`config.mk`:
```
export PLATFORM = sky130hd
export DESIGN_NAME = stack_memory
export DESIGN_NICKNAME = d
export VERILOG_FILES = /design/src/rtl/stack_memory.sv
export SDC_FILE = /design/constraint.sdc
export NUM_CORES = 1
export LEC_CHECK = 0
export BUFFER_PORTS_ARGS = -buffer_cell sky130_fd_sc_hd__buf_2
export CAP_MARGIN = 10
export CORE_MARGIN = 4
export CORE_UTILIZATION = 55
export DETAILED_ROUTE_END_ITERATION = 8
export GPL_TIMING_DRIVEN = 0
export HOLD_SLACK_MARGIN = 0.08
export PLACE_DENSITY = 0.71
export SLEW_MARGIN = 20
export SYNTH_ARGS = -nofsm -noshare
export SYNTH_HDL_FRONTEND = slang
export SYNTH_SLANG_ARGS = --single-unit
```
`constraint.sdc`:
```
create_clock -name clk -period 5.1 [get_ports clk]
set_input_delay 0.51 -clock clk [delete_from_list [all_inputs] [get_ports clk]]
set_output_delay 0.51 -clock clk [all_outputs]
set_load 0.02 [all_outputs]
```
`src/rtl/stack_memory.sv`:
```
// SAP-2 style memory unit: MAR/MDR, byte-wide RAM, a hardware return-address
// stack and two-cycle big-endian 16-bit word read/write sequences.
module stack_memory #(
  parameter  int ADDR_W      = 6,
  parameter  int STACK_DEPTH = 8,
  localparam int SP_W        = $clog2(STACK_DEPTH) + 1
) (
  input  logic        clk,
  input  logic        rst,
  input  logic        mar_loadh,
  input  logic        mar_loadl,
  input  logic        mdr_load,
  input  logic        ram_load,
  input  logic        ram_enh,
  input  logic        ram_enl,
  input  logic        word_rd,
  input  logic        word_wr,
  input  logic        call,
  input  logic        ret,
  input  logic [15:0] bus,
  output logic [15:0] out,
  output logic        busy,
  output logic        stack_full,
  output logic        stack_empty,
  output logic        stack_err
);

  typedef enum logic [1:0] {IDLE, RD2, WR2} state_t;

  typedef enum logic [2:0] {
    CMD_NONE, CMD_RET, CMD_CALL, CMD_WORD_RD, CMD_WORD_WR, CMD_ENH, CMD_ENL, CMD_LOAD
  } cmd_t;

  state_t state, state_next;
  cmd_t   cmd;

  logic [15:0]       mar;
  logic [15:0]       mdr;
  logic [SP_W-1:0]   sp;
  logic [ADDR_W-1:0] addr_q;

  logic [7:0]  ram   [2**ADDR_W];
  logic [15:0] stack [STACK_DEPTH];

  logic [ADDR_W-1:0] ram_idx;
  logic [ADDR_W-1:0] addr_nxt;
  logic [SP_W-2:0]   push_idx;
  logic [SP_W-2:0]   top_idx;
  logic              unused_mar;

  // Upper MAR bits only matter to a wider address map; RAM sees the low bits.
  assign ram_idx    = mar[ADDR_W-1:0];
  assign unused_mar = ^mar;
  assign addr_nxt   = addr_q + ADDR_W'(1);
  assign push_idx   = sp[SP_W-2:0];
  assign top_idx    = sp[SP_W-2:0] - (SP_W-1)'(1);

  assign out         = mdr;
  assign busy        = (state != IDLE);
  assign stack_full  = (sp == SP_W'(STACK_DEPTH));
  assign stack_empty = (sp == '0);

  always_ff @(posedge clk) begin
    if (rst) state <= IDLE;
    else     state <= state_next;
  end

  // NOTE: every output of a combinational block gets a default first so no
  // path leaves it unassigned and no latch is inferred.
  always_comb begin
    cmd        = CMD_NONE;
    state_next = state;
    case (state)
      IDLE: begin
        if      (ret)      cmd = CMD_RET;
        else if (call)     cmd = CMD_CALL;
        else if (word_rd)  cmd = CMD_WORD_RD;
        else if (word_wr)  cmd = CMD_WORD_WR;
        else if (ram_enh)  cmd = CMD_ENH;
        else if (ram_enl)  cmd = CMD_ENL;
        else if (ram_load) cmd = CMD_LOAD;
        if (cmd == CMD_WORD_RD) state_next = RD2;
        if (cmd == CMD_WORD_WR) state_next = WR2;
      end
      RD2, WR2: state_next = IDLE;
      default:  state_next = IDLE;
    endcase
  end

  // NOTE: sequential state uses non-blocking assignments so every register
  // samples pre-edge values; later assignments in the block take priority.
  always_ff @(posedge clk) begin
    if (rst) begin
      mar       <= '0;
      mdr       <= '0;
      sp        <= '0;
      stack_err <= 1'b0;
      addr_q    <= '0;
    end else begin
      if (mar_loadh) mar[15:8] <= bus[15:8];
      if (mar_loadl) mar[7:0]  <= bus[7:0];
      if (mdr_load)  mdr[7:0]  <= bus[7:0];
      case (cmd)
        CMD_RET: begin
          if (stack_empty) stack_err <= 1'b1;
          else begin
            mdr <= stack[top_idx];
            sp  <= sp - SP_W'(1);
          end
        end
        CMD_CALL: begin
          if (stack_full) stack_err <= 1'b1;
          else            sp        <= sp + SP_W'(1);
        end
        CMD_WORD_RD: begin
          addr_q    <= ram_idx;
          mdr[15:8] <= ram[ram_idx];
        end
        CMD_WORD_WR: addr_q    <= ram_idx;
        CMD_ENH:     mdr[15:8] <= ram[ram_idx];
        CMD_ENL:     mdr[7:0]  <= ram[ram_idx];
        default: ;
      endcase
      if (state == RD2) mdr[7:0] <= ram[addr_nxt];
    end
  end

  // NOTE: RAM and stack arrays carry no reset; writes are merely suppressed
  // during rst so an aborted word write keeps only its first byte.
  always_ff @(posedge clk) begin
    if (!rst) begin
      if (cmd == CMD_LOAD)    ram[ram_idx]  <= mdr[7:0];
      if (cmd == CMD_WORD_WR) ram[ram_idx]  <= mdr[15:8];
      if (state == WR2)       ram[addr_nxt] <= mdr[7:0];
    end
  end

  always_ff @(posedge clk) begin
    if (!rst && cmd == CMD_CALL && !stack_full) stack[push_idx] <= bus;
  end

endmodule

```
# Word level (Yosys, flattened, before mapping)
# Memories as Yosys holds them, arrays and structs flattened. A register that Yosys moved wholly into a read port is not among the register bits.
# Index checks and enable logic that the tools add are counted.
# classes
reduce_logical,18
add_sub_neg,4
eq_ne,16
bitwise,2
muxes,39
# ops
cell,n
two-way mux 8 bit,4
one-hot mux 8 bit (2 select lines),2
two-way mux 3 bit,9
two-way mux 6 bit,3
two-way mux 16 bit,1
"== test 3 bit, second input constant",5
two-way mux 1 bit,14
"== test 3 x 2 -> 1 bit, second input constant",3
two-way mux 4 bit,2
"inequality test 2 bit, second input constant",4
one-hot mux 4 bit (2 select lines),1
nonzero test 2 bit,4
OR reduction 8 bit,1
"adder 6 x 1 -> 6 bit, second input constant",1
AND reduction 3 bit,2
OR reduction 2 bit,3
"adder 4 x 1 -> 4 bit, second input constant",1
"== test 4 bit, second input constant",1
logical NOT 4 bit,1
two-way mux 2 bit,2
"subtractor 4 x 1 -> 4 bit, second input constant",1
"== test 3 x 1 -> 1 bit, second input constant",1
OR reduction 3 bit,1
"subtractor 3 x 1 -> 3 bit, second input constant",1
9 further kinds,11
# word_totals
ram_bits,640
ff_bits,35
word_cells,89
input_bits,28
out_inout_bits,20
mem_count,2
# memory_table
name,words,word_bits,rd,rd_clocked_by_memory_dff,wr,line,text
ram,64,8,2,1,1,42,logic [7:0] ram [2**ADDR_W];
stack,8,16,1,0,1,43,logic [15:0] stack [STACK_DEPTH];

# Longest topological paths before layout
# Gate-level depths: netlist (run 1).
# depth
ltp_word,15
mapped_depth,11
ltp_nobuf,8

# Worst setup path after synthesis (run 1)
# Ideal clock, no wire load.
# synth_path
path_kind,register -> register
from,register sp[0]
to,"memory stack[0][0], enable pin"
setup_ns,0.409
arrival_ns,3.835
slack_ns,0.856
n_path_buf,2
stages_incl_launch_ff,10
required_time_ns,4.691
period_less_slack_ns,4.244
path_cell_list,dfxtp_1 clkbuf_1 buf_1 inv_1 ha_1 nor2b_1 and2_1 or2_2 or3_1 nor3_1
# synth_via
elab_chain_cells,5
# synth_rtl
item,line,text
"start, declared",39,logic [SP_W-1:0] sp;
"start signal, assigned",108,sp <= sp - SP_W'(1);
"start signal, assigned",113,else sp <= sp + SP_W'(1);
== test 4 bit,60,assign stack_full = (sp == SP_W'(STACK_DEPTH));
named net stack_full,23,"output logic stack_full,"
logical NOT 1 bit,139,if (!rst && cmd == CMD_CALL && !stack_full) stack[push_idx] <= bus;
logical AND 1 bit,139,
two-way mux 1 bit,139,
two-way mux 1 bit (not written as such),139,
"end, declared",43,
# The timed path passes the listed nets, and every way through them passes these cells.

# Worst setup path after layout (run 1)
# layout_path
from,register addr_q[0]
to,"memory ram[48][4], enable pin"
# layout_via
elab_chain_cells,2
# layout_rtl
item,line,text
"start, declared",40,logic [ADDR_W-1:0] addr_q;
"start signal, assigned",116,addr_q <= ram_idx;
"start signal, assigned",119,CMD_WORD_WR: addr_q <= ram_idx;
adder 6 x 1 -> 6 bit,54,assign addr_nxt = addr_q + ADDR_W'(1);
two-way mux 6 bit (no source line),--,
"end, declared",42,
# No other way between the ends.

==> flow_summary.toml, run 1 <==
[layout]
final_common_cell = "edfxtp_1"
nets = 1857
n_antenna_cell = 0
drive_above_1_share = 0.297
mostFrequentLayoutCells = "edfxtp_1, mux4_2, nand2_1, nor2_1, mux2i_1"
final_util = 0.627
syn_to_final_growth_pct = 12.0
stdcell_area_sq_mm = 0.0347

[placement]
dp.final_hpwl_mm = 64.0
place_congestion = 1.04
portBuffers = 43
place_ws_ns = 0.429
placed_area_sq_mm = 0.0323

[sta]
maxSlewHeadroom = 0.172
finalCriticalPeriod_ns = 4.93
max_freq_ghz = 0.203
layout_worst_path_cycle_share = 0.967
setup_slack_ns = 0.166
tightest_slew_ns = 1.24
rsz0062_at_grt = "no"
drv_slew = 0
fin_skew_ns = 0.0285
hold_viol_final = 0
tns_ns = 0
setup-violations-final = 0

[floorplanning]
rows = 86
die_area_sq_mm = 0.0602
floorplan.initialDensity = 0.560
ios = 48
die_w_microns = 245
coreArea_sq_mm = 0.0554
die_h_microns = 245

[setup_path]
path_buf_inv = 4
path_max_fanout = 10
path_delay_family = "buffers and inverters"
worstPathRequired_ns = 5.33
crit_chain = "buf_2 -> clkbuf_1 -> clkbuf_1 -> buf_2 -> nand3_1 -> o31ai_1 -> nand3_1 -> nor2_1"
crit_path_end_kind = "register"
cp.arrival_ns = 5.16
cpMaxStageDelayCell = "nor2_1"
crit_path_start_kind = "register"
max_stage_delay_ns = 1.05
setup.worst_path.class = "register to register"

[synth]
seq_area_frac_synth = 0.646
netlist_area_sq_mm = 0.0310
synth_top_cell_area_share = 0.620
async_flop_share = 0
synth-seq-cells = 681
synth_enable_flop_cells = 640
synth_fp_nets = 1731
synthCells = 1698
synth.top_cells.by_area = "edfxtp_1, mux4_2, mux2i_1"
yosysWarnings = 0
synth.distinct_cells = 63
yosys.area.top_type = "edfxtp_1"
synthFlopType = "edfxtp_1"
synth.avg_cell_area_sq_um = 18.3

[drt]
drc = 0
first_iter_violations = 2835
num_vias = 19000
final_antenna_net_count = 0
routed_wl_mm = 93.7
viasPerCell = 7.21
dr.pass1.iters = 6
wire_per_inst_microns = 35.6

[cts]
htree_levels = 3
cts_root_buf = "clkbuf_16"
cts_hold_buf = 0
insertion_delay_ns = 0.63
cts_sinks = 681
postCtsSetupBuffers = 0
cts_buffers = 71
ctsResizeCount = 0
clock_path_buffers = 3
cts.clk_slew.worst_paths_ns = 0.06
cts_tree = "yes"

[grt]
grt_pass1_vias = 18600
grt_first_pass_wirelength_mm = 134
grt_max_degree = 65
overflow = 0
grt_usage = 0.313
grt_antenna_before_repair = 3

[power]
p_leak_nw = 10.9
irDropWorstVdd_v = 0.000394
p_per_area_mw_per_mm2 = 420

[outcome]
status = "completed"

[worst_hold_path]
min_path_type = "input pin to register"

[flow_run]
max_cap_viol_count = 0
-- sequential cells by signal (all words and copies together), names as in the netlist, named ones only --
| name | flops |
|---|---|
| addr_q | 6 |
| ram | 512 |
| stack_err | 1 |
| state | 2 |
| mar | 6 |
| sp | 4 |
| out | 16 |
| stack | 128 |
-- synth_stat cells (9+ instances only) --
cell type and number:
edfxtp_1 640, mux4_2 292, nor2_1 107, nand2_1 106
mux2i_1 88, clkbuf_1 49, dfxtp_1 41, a21oi_1 38
nand3_1 38, buf_2 35, a22oi_1 29, mux2_2 28
nand2b_1 20, o22ai_1 18, a31oi_1 16, buf_1 13
nor2b_1 12, nand4_1 9
-- final cells by class --
class	instances	area (sq um)
buffer	106	479
clock buffer	84	1830
clock inverter	48	532
fill	3819	20700
inverter	9	33.8
multi-input combinational	902	10600
sequential	681	20000
tap	748	936
timing repair buffer	53	335
-- path summary, 6_finish.rpt --
path,cells after the start,to,slack (ns),startpoint
setup / recovery,8,ram[48][4],0.17,addr_q[0]
hold / removal,1,stack[2][12],0.14,bus[12]
setup reg to reg,8,ram[48][4],0.17,addr_q[0]
hold reg to reg,2,stack_err,0.49,stack_err
-- layer usage --
| layer | vias up | GRT usage | share of wire |
|---|---|---|---|
| li1 | 7361 | - | - |
| met1 | 9702 | 0.426 | 0.36 |
| met2 | 1612 | 0.478 | 0.46 |
| met3 | 296 | 0.0927 | 0.13 |
| met4 | 2 | 0.137 | 0.054 |
| met5 | - | 0 | 0.00012 |
-- stage by stage --
step | instances | hold WS, ns | total power [mW]
floorplan | 1698 | 0.485 | 8.43
global placement | 2489 | 0.451 | 9.32
detailed placement | 2499 | 0.470 | 9.40
CTS | 2631 | 0.122 | 14.6
global route | 2631 | 0.148 | 15.0
finish | 2631 | 0.144 | 14.6
-- kinds of logic (layout without fill, tap and decap cells) --
group / count (synthesis) / in the layout / share of synthesized area
flip-flops: 681 / 681 / 0.646
multiplexers: 408 / 408 / 0.251
AND/OR/NAND/NOR: 325 / 325 / 0.0473
AO/OA/AOI/OAI: 154 / 154 / 0.0341
buffers and inverters: 115 / 300 / 0.0163
XOR/XNOR: 10 / 10 / 0.00307
adder cells (fa/ha/maj): 5 / 5 / 0.00226
-- power breakdown --
group / internal (mW) / switching (mW) / leakage, nW
Clock: 3.05 / 2.23 / 1.13
Sequential: 6.63 / 0.0919 / 6.18
Combinational: 0.877 / 1.71 / 3.55
Total: 10.6 / 4.03 / 10.9
Note: power is estimated with default switching activity, not from simulation.
==> inputs of run 2 (changes only) <==
Settings changed: CORE_MARGIN 4 to not set.
==> run 2 against run 1 <==
  * Clock power is essentially flat
  * Sequential share of layout area is essentially flat
  * Total power grew 0.39%
  * Via count grew 0.30%
  * Maximum frequency shrank 1.6%
  * Critical path depth grew 1
  * Clock skew grew 0.0059 ns
  * Worst hold slack gained 0.0059 ns
  * Non-clock buffer count is the same
  * Largest power group unchanged
  * Highest routed layer is now met4
==> flow_summary.toml, run 2 (synthesized netlist as in run 1, its figures left out) <==
[setup_path]
worstSetupStartpoint = "addr_q[0]"
crit_chain = "buf_2 -> clkbuf_1 -> clkbuf_1 -> buf_2 -> nand3_1 -> o31ai_1 -> nand2b_1 -> nand2b_1 -> nor2_1"
max_stage_delay_ns = 0.99
rr_startpoint = "addr_q[0]"
setup.worst_path.class = "register to register"
path_buf_inv = 4
crit_path_end_kind = "register"
path_delay_family = "buffers and inverters"
r2r_slack_ns = 0.08
r2r-end = "ram[34][3]"
cp.arrival_ns = 5.24
cpMaxStageDelayCell = "nor2_1"
rr_worst_depth = 9
path_max_fanout = 10
worstPathRequired_ns = 5.33
crit_path_start_kind = "register"

[power]
p_leak_nw = 10.9
combPwrFrac = 0.179
p_seq_frac = 0.458
finalPower_mw = 14.6
p_per_area_mw_per_mm2 = 422
power_switching_mw = 4.07
irDropWorstVdd_v = 0.000302
clock_power_share = 0.363
swShare = 0.278
internal_power_mw = 10.6

[sta]
maxSlewHeadroom = 0.149
finalCriticalPeriod_ns = 5.02
tns_ns = 0
fin_skew_ns = 0.0344
hold_slack_ns = 0.150
max_freq_ghz = 0.199
setup_slack_ns = 0.0838
rsz0062_at_grt = "no"
hold_viol_final = 0
setup-violations-final = 0
tightest_slew_ns = 1.27
drv_slew = 0
layout_worst_path_cycle_share = 0.984

[layout]
nets = 1857
mostFrequentLayoutCells = "edfxtp_1, mux4_2, nand2_1, nor2_1, mux2i_1"
top_register = "ram"
final_common_cell = "edfxtp_1"
n_fill_cell = 3829
drive_above_1_share = 0.295
syn_to_final_growth_pct = 12.0
largest_register_ffs = 512

[grt]
busiest_layer = "met2"
grt_antenna_before_repair = 2
grt_usage = 0.337
use_met1 = 0.451
grt_use_met3 = 0.0990
overflow = 0
grt_use_met2 = 0.516
grt_max_degree = 65
grt_first_pass_wirelength_mm = 133
grt_pass1_vias = 18600

[drt]
wire_per_inst_microns = 36.0
routed_wl_mm = 94.4
dr.pass1.iters = 6
num_vias = 19000
first_iter_violations = 3009
viasPerCell = 7.25
drc = 0
final_antenna_net_count = 0

[floorplanning]
die_w_microns = 239
die_area_sq_mm = 0.0573
coreArea_sq_mm = 0.0554
floorplan.initialDensity = 0.560
ios = 48
die_h_microns = 239
rows = 86

[placement]
place_ws_ns = 0.351
portBuffers = 43
place_congestion = 1.01
dp.final_hpwl_mm = 64.5

[worst_hold_path]
worstHoldStart = "bus[12]"
holdPathEnd = "stack[6][12]"
min_path_type = "input pin to register"
min_path_cells = 1

[cts]
cts_tree = "yes"
cts_hold_buf = 0
cts_root_buf = "clkbuf_16"
cts.clk_slew.worst_paths_ns = 0.06
clock_path_buffers = 3
cts_sinks = 681
insertion_delay_ns = 0.63
ctsResizeCount = 0
cts_buffers = 71
htree_levels = 3
postCtsSetupBuffers = 0

[outcome]
status = "completed"

[flow_run]
max_cap_viol_count = 0
run 2: cell types whose count changed in the layout (fill, tap and decap cells not counted), moves of 3 or more:
cell,delta
buf_8,+3
nor2_2,+4
clkbuf_1,+4
nor2_1,-4
buf_6,-4
clkinvlp_4,-9
run 2: per-layer routing:
| metal | vias to the layer above | routed length, microns | share of wire |
|---|---|---|---|
| met2 | 1607 | 43700 | 0.46 |
| li1 | 7326 | - | - |
| met5 | - | 0 | 0 |
| met3 | 274 | 12500 | 0.13 |
| met1 | 9823 | 33900 | 0.36 |
| met4 | 0 | 4350 | 0.046 |
run 2: worst reg2reg max path, delay by kind of cell, from the launching register on:
kind | cells | cell delay, ns
buffers and inverters | 4 | 2.31
AND/OR/NAND/NOR | 4 | 1.78
flip-flops | 1 | 0.34
AO/OA/AOI/OAI | 1 | 0.19
run 2: metrics by stage:
stage,utilization,instance area [sq um],instances
4_1_cts,0.626,34700,2623
6_report,0.627,34700,2625
3_3_place_gp,0.580,32200,2489
2_1_floorplan,-,31000,1698
5_1_grt,0.627,34700,2624
3_5_place_dp,0.584,32400,2499
run 2: final cells by class:
| class | count | area, sq um | share of cell area |
|---|---|---|---|
| antenna | 2 | 5.00 | 0.000144 |
| buffer | 106 | 480 | 0.0138 |
| clock buffer | 89 | 1870 | 0.0537 |
| clock inverter | 35 | 448 | 0.0129 |
| inverter | 9 | 33.8 | 0.000973 |
| multi-input combinational | 902 | 10600 | 0.304 |
| sequential | 681 | 20000 | 0.577 |
| tap | 748 | 936 | 0.0270 |
| timing repair buffer | 53 | 343 | 0.00987 |
run 2: worst max-delay path by stage:
stage	end	slack, ns	cells after the start
floorplan	stack[0][0]	0.86	9
global placement	stack[0][11]	-0.66	9
detailed placement	ram[2][3]	0.35	9
CTS	ram[2][6]	0.34	9
global route	out[1]	0.14	11
finish	ram[34][3]	0.08	9
run 2: power groups by stage:
stage / sequential [mW] / clock [mW] / combinational [mW]
after detailed placement: 6.84 / 0 / 2.56
final: 6.72 / 5.31 / 2.62
after global routing: 6.72 / 5.51 / 2.78
after CTS: 6.72 / 5.30 / 2.58
after floorplan: 6.86 / 0 / 1.57
after global placement: 6.83 / 0 / 2.48
